<file path="config.mk">
export PLATFORM = sky130hd
export DESIGN_NAME = source_arbiter
export DESIGN_NICKNAME = d
export VERILOG_FILES = /design/src/rtl/source_arbiter_pkg.sv /design/src/rtl/source_arbiter_rr_pick.sv /design/src/rtl/source_arbiter.sv
export SDC_FILE = /design/constraint.sdc
export NUM_CORES = 1
export LEC_CHECK = 0
export BUFFER_PORTS_ARGS = -buffer_cell sky130_fd_sc_hd__buf_2
export CAP_MARGIN = 40
export CORE_MARGIN = 2
export CORE_UTILIZATION = 45
export DETAILED_ROUTE_END_ITERATION = 12
export PLACE_DENSITY = 0.82
export SYNTH_ARGS = -nofsm -noshare
export SYNTH_HDL_FRONTEND = slang
export SYNTH_SLANG_ARGS = --single-unit
</file>
<file path="constraint.sdc">
create_clock -name clk_i -period 2.8 [get_ports clk_i]
set_clock_uncertainty 0.2 [all_clocks]
set_input_delay 0.42 -clock clk_i [delete_from_list [all_inputs] [get_ports clk_i]]
set_output_delay 0.42 -clock clk_i [all_outputs]
set_load 0.05 [all_outputs]
</file>
<file path="src/rtl/source_arbiter_pkg.sv">
// -----------------------------------------------------------------------------
// source_arb_pkg
// Shared definitions for the source arbiter: default parameter values, the
// arbiter FSM state type and a small index-wrap helper.
// -----------------------------------------------------------------------------
package source_arb_pkg;

  localparam int unsigned DEF_N_SRC  = 32'd4;
  localparam int unsigned DEF_DATA_W = 32'd8;
  localparam int unsigned DEF_BURST  = 32'd4;

  // Arbiter FSM states
  typedef enum logic [0:0] {
    IDLE = 1'b0,
    LOCK = 1'b1
  } state_e;

  // Next index modulo n; n need not be a power of two
  function automatic int unsigned wrap_inc(input int unsigned idx, input int unsigned n);
    return ((idx + 32'd1) >= n) ? 32'd0 : (idx + 32'd1);
  endfunction

endpackage

</file>
<file path="src/rtl/source_arbiter_rr_pick.sv">
// -----------------------------------------------------------------------------
// rr_pick
// Combinational round-robin picker: returns the first requesting index at or
// after i_ptr, wrapping modulo N_SRC.
// Ports:
//   i_req  [N_SRC-1:0]  request vector
//   i_ptr  [IW-1:0]     search start index
//   o_idx  [IW-1:0]     selected index (0 when nothing requests)
//   o_any               at least one request is set
// -----------------------------------------------------------------------------
module rr_pick
  import source_arb_pkg::*;
#(
  parameter int N_SRC = DEF_N_SRC,
  localparam int IW = $clog2(N_SRC)
) (
  input  logic [N_SRC-1:0] i_req,
  input  logic [IW-1:0]    i_ptr,
  output logic [IW-1:0]    o_idx,
  output logic             o_any
);

  logic [IW-1:0] w_pos;

  // Scan from the farthest offset down to offset 0 so the nearest request
  // to i_ptr is the last (winning) assignment.
  always_comb begin
    o_idx = '0;
    o_any = 1'b0;
    w_pos = '0;
    for (int i = N_SRC - 1; i >= 0; i--) begin
      w_pos = IW'((int'(i_ptr) + i) % N_SRC);
      o_idx = i_req[w_pos] ? w_pos : o_idx;
      o_any = o_any | i_req[w_pos];
    end
  end

endmodule

</file>
<file path="src/rtl/source_arbiter.sv">
// -----------------------------------------------------------------------------
// source_arbiter
// Round-robin N_SRC:1 stream arbiter with burst locking and a one-entry
// registered output stage.
// Ports:
//   clk_i, rstn_i (async, active-low)
//   valid_i/data_i/ready_o : per-source stream inputs (ready_o combinational)
//   valid_o/data_o/id_o    : registered sink stream, id_o = producing source
//   ready_i                : sink ready
//   cnt_o                  : per-source 16-bit accepted-beat counters
// Build option: define SOURCE_ARB_CNT_EN to build the beat counters;
// otherwise cnt_o is tied to zero.
// -----------------------------------------------------------------------------
module source_arbiter
  import source_arb_pkg::*;
#(
  parameter int N_SRC  = DEF_N_SRC,
  parameter int DATA_W = DEF_DATA_W,
  parameter int BURST  = DEF_BURST,
  localparam int IW = $clog2(N_SRC)
) (
  input  logic                    clk_i,
  input  logic                    rstn_i,
  input  logic [N_SRC-1:0]        valid_i,
  input  logic [N_SRC*DATA_W-1:0] data_i,
  output logic [N_SRC-1:0]        ready_o,
  output logic                    valid_o,
  output logic [DATA_W-1:0]       data_o,
  output logic [IW-1:0]           id_o,
  input  logic                    ready_i,
  output logic [N_SRC*16-1:0]     cnt_o
);

  state_e              r_state;
  logic [IW-1:0]       r_gnt;
  logic [IW-1:0]       r_ptr;
  logic [7:0]          r_burst;
  logic                r_valid;
  logic [DATA_W-1:0]   r_data;
  logic [IW-1:0]       r_id;

  logic [IW-1:0]       w_pick_idx;
  logic                w_pick_any;
  logic                w_rdy_gnt;
  logic                w_src_xfer;
  logic                w_burst_done;
  logic [7:0]          w_burst_nxt;
  logic [IW-1:0]       w_gnt_inc;

  rr_pick #(.N_SRC(N_SRC)) u_pick (
    .i_req (valid_i),
    .i_ptr (r_ptr),
    .o_idx (w_pick_idx),
    .o_any (w_pick_any)
  );

  // The granted source may push whenever the output stage is empty or draining
  assign w_rdy_gnt    = (r_state == LOCK) & (~r_valid | ready_i);
  assign w_src_xfer   = w_rdy_gnt & valid_i[r_gnt];
  assign w_burst_nxt  = r_burst + 8'd1;
  assign w_burst_done = (w_burst_nxt == 8'(BURST));
  assign w_gnt_inc    = IW'(wrap_inc(32'(r_gnt), 32'(N_SRC)));

  // One-hot ready toward the granted source only
  always_comb begin
    ready_o        = '0;
    ready_o[r_gnt] = w_rdy_gnt;
  end

  // Arbitration FSM: grant, burst count and round-robin pointer
  always_ff @(posedge clk_i or negedge rstn_i) begin
    if (!rstn_i) begin
      r_state <= IDLE;
      r_gnt   <= '0;
      r_ptr   <= '0;
      r_burst <= 8'd0;
    end else begin
      case (r_state)
        IDLE: begin
          if (w_pick_any) begin
            r_gnt   <= w_pick_idx;
            r_burst <= 8'd0;
            r_state <= LOCK;
          end else begin
            r_state <= IDLE;
          end
        end
        LOCK: begin
          if (w_src_xfer) begin
            r_burst <= w_burst_nxt;
          end else begin
            r_burst <= r_burst;
          end
          // Release on source drop-out or when the last allowed beat is taken
          if (!valid_i[r_gnt] || (w_src_xfer && w_burst_done)) begin
            r_state <= IDLE;
            r_ptr   <= w_gnt_inc;
          end else begin
            r_state <= LOCK;
          end
        end
        default: r_state <= IDLE;
      endcase
    end
  end

  // Output register: reload on a source beat (even while draining), else drain
  always_ff @(posedge clk_i or negedge rstn_i) begin
    if (!rstn_i) begin
      r_valid <= 1'b0;
      r_data  <= '0;
      r_id    <= '0;
    end else if (w_src_xfer) begin
      r_valid <= 1'b1;
      r_data  <= data_i[r_gnt*DATA_W +: DATA_W];
      r_id    <= r_gnt;
    end else if (r_valid && ready_i) begin
      r_valid <= 1'b0;
    end else begin
      r_valid <= r_valid;
    end
  end

  assign valid_o = r_valid;
  assign data_o  = r_data;
  assign id_o    = r_id;

`ifdef SOURCE_ARB_CNT_EN
  logic [15:0] r_cnt [N_SRC];

  // Per-source accepted-beat counters, wrapping at 16 bits
  always_ff @(posedge clk_i or negedge rstn_i) begin
    if (!rstn_i) begin
      for (int k = 0; k < N_SRC; k++) r_cnt[k] <= 16'd0;
    end else begin
      for (int k = 0; k < N_SRC; k++) begin
        if (w_src_xfer && (r_gnt == IW'(k))) begin
          r_cnt[k] <= r_cnt[k] + 16'd1;
        end else begin
          r_cnt[k] <= r_cnt[k];
        end
      end
    end
  end

  // Flatten counters onto the output bus
  always_comb begin
    cnt_o = '0;
    for (int k = 0; k < N_SRC; k++) cnt_o[k*16 +: 16] = r_cnt[k];
  end
`else
  assign cnt_o = '0;
`endif

endmodule

</file>
==> results.md <==
* Number of flops mapped to enable cells by yosys at 0
* Sum of buffers and inverters on the critical path at 3
* Drt drc at 0
* Final WL at 3920 microns
* H-tree depth at 1
* Max Cap Viol at 0
* Final hold violations at 0
* P_leak at ~0.0011 uW
* Post-synthesis cell type count at 42
* Critical path's slowest cell: dfrtp_1
* Slew Limit Fails at 0
* Critical-path cell list: buf_4 -> inv_1 -> ha_1 -> and3_1 -> buf_2
* # setup viols final at 0
* Cell Area, Synth at just over 2000 sq um
* Crit. End Element: primary output
* Crit path DAT at 1600 ps
* Die H at between 70 and 80 microns
* Chip width at between 70 and 80 microns
* Ys flop type: dfrtp_1
* CTS tree: built
* CTS Buf Count at 3
* Worst-path clk slew at 80 ps
* First-pass iteration count of the detailed router at 4
* GR Util All Layers at approximately 14%
* Worst Path Required at ~2200 ps
* Largest net degree at the start of global routing at 27
* # diodes at 0
* P&R area growth vs syn at 4.91%
* Grt total ovfl at 0
* Hold Crit Class: reg -> reg
* Initial antenna violation count at 0
* Post-DP HPWL at roughly 3200 microns
* DRT antenna net count at 0
* Fmax at 0.451 GHz
* Final TNS setup at 0 ps
* Delay of the slowest cell on the worst path at approximately 400 ps
* Syn avg cell area at 9.74 sq um
* Post-CTS resize count at 0
* Final min period at between 2000 and 2500 ps
* Iteration-0 DRC count of the detailed router at about 110
* Yosys reg bits at 24
* Initial Util at 47.1%
* Yosys warns at 0
* Status: completed
* Synth async-reset ratio at 100%
* Slew @ Worst Pin at about 530 ps
* Clk sinks at 24
* Maximum root-to-sink buffer count at 2
* Total power at 2290 uW
* Flop2flop setup slack at approximately 770 ps
* Delay-heaviest family, CP: buffers and inverters
* Post-layout nets at approximately 310
* Detailed-route wire length per cell at between 10 and 15 microns
* Layout cells sized above 1 at just under 30%
* Core area at ~4400 sq um
* Register area share after synthesis at 29.1%
* Via count at approximately 1500
* Vias in the first global route at approximately 1300
* Hold-fix buffers, CTS at 1
* PD cells at about 1100 nW/um^2
* Setup bufs post-CTS at 0
* Vias per cell at slightly below 5
* Critical path class: reg -> out
* First-pass GRT wire length at 5810 microns
* Mapped Cells at about 210
* Number of I/O pins at about 120
* RSZ-0062 raised after global routing: false
* Clk root buf: clkbuf_8
* Worst VDD drop at approximately 0.00062 V
* Relative slew slack at around 64%
* Fin crit share at between 70 and 80%
* Clock Latency Late Sink at ~270 ps
* DIE AREA at 5150 sq um
* FP Rows at 24
* Buffers on Ports at 53
* Crit-path max FO at 11
* Final GP Congestion at 0.824
* CP Launch Type: flop
layer usage:
metal / part of all wire (%) / track usage [%] / wire length [microns]
met1: 39 / 17.9 / 1540
met5: 0 / 0 / 0
met4: 1.1 / 4.61 / 45
met2: 51 / 24.5 / 2000
met3: 8.6 / 3.09 / 337
power breakdown:
group / total (uW) / leakage, uW / internal [uW] / switching, uW
Combinational: 1450 / 0.000810 / 468 / 980
Clock: 237 / 0.0000288 / 126 / 111
Sequential: 606 / 0.000300 / 480 / 125
worst min-delay path, delay by kind of cell (launching register included):
family / cells / cell delay, ps
compound gates: 1 / 60
simple gates: 1 / 40
flops: 1 / 350
synthesized netlist by cell type (5+ instances only):
| master | count | area, sq um |
|---|---|---|
| nor2_1 | 8 | 30.0 |
| o21ai_1 | 9 | 45.0 |
| buf_4 | 65 | 488 |
| nand2_1 | 11 | 41.3 |
| ha_1 | 6 | 75.1 |
| mux4_2 | 9 | 203 |
| dfrtp_1 | 24 | 601 |
| inv_1 | 5 | 18.8 |
| mux2_2 | 6 | 67.6 |
| o21ai_0 | 5 | 25.0 |
| and3_1 | 8 | 50.1 |
worst paths after layout:
path | from | cells past startpoint | to
min in group asynchronous | rstn_i | 2 | valid_o$_DFFE_PN0P_
hold / removal | id_o[0]$_DFFE_PN0P_ | 2 | id_o[0]$_DFFE_PN0P_
setup reg to reg | r_burst[0]$_DFFE_PN0P_ | 6 | r_state$_DFF_PN0_
hold reg to reg | id_o[0]$_DFFE_PN0P_ | 2 | id_o[0]$_DFFE_PN0P_
max in group asynchronous | rstn_i | 2 | r_gnt[1]$_DFFE_PN0P_
setup / recovery | r_gnt[1]$_DFFE_PN0P_ | 5 | ready_o[0]
cells by family after synthesis:
| group | share of synthesized area (%) |
|---|---|
| other | 0.182 |
| xor gates and xnor gates | 1.70 |
| adders and majority gates | 3.63 |
| AOI/OAI and AO/OA | 9.93 |
| and+or+nand+nor | 12.5 |
| muxes | 15.6 |
| buffers and inverters | 27.3 |
| DFF | 29.1 |
final cells by class:
| type | instances | area (sq um) |
|---|---|---|
| clock buffers | 4 | 55.1 |
| fillers | 415 | 2220 |
| inverters | 5 | 18.8 |
| multi-input cells | 173 | 1140 |
| flip-flops and latches | 24 | 601 |
| well taps | 52 | 65.1 |
| repair buffers | 56 | 290 |
cell usage in the layout (no fill, tap or decap), types with 3 or more instances in the layout:
| cell | n |
|---|---|
| and3_1 | 8 |
| buf_2 | 53 |
| clkbuf_8 | 4 |
| conb_1 | 64 |
| dfrtp_1 | 24 |
| ha_1 | 6 |
| inv_1 | 5 |
| mux2_2 | 6 |
| mux2i_1 | 3 |
| mux4_2 | 9 |
| nand2_1 | 11 |
| nand2b_1 | 4 |
| nand4_1 | 4 |
| nor2_1 | 8 |
| o21ai_0 | 5 |
| o21ai_1 | 9 |
| xor2_1 | 4 |
through the flow:
step	util (%)	area (sq um)	instances	setup WS, ps	hold slack, ps
finish	49.4	2170	314	581	288
global route	49.4	2170	314	508	327
CTS	49.4	2170	314	565	295
detailed placement	47.9	2100	309	616	229
global placement	47.9	2100	309	668	225
floorplan	-	2300	275	700	-75.6
state kept, by name, indices dropped and copies added, names as in the netlist:
name     cells
id_o         2
r_ptr        2
r_state      1
valid_o      1
r_burst      8
data_o       8
r_gnt        2
Power figures use the tool's default switching activity.
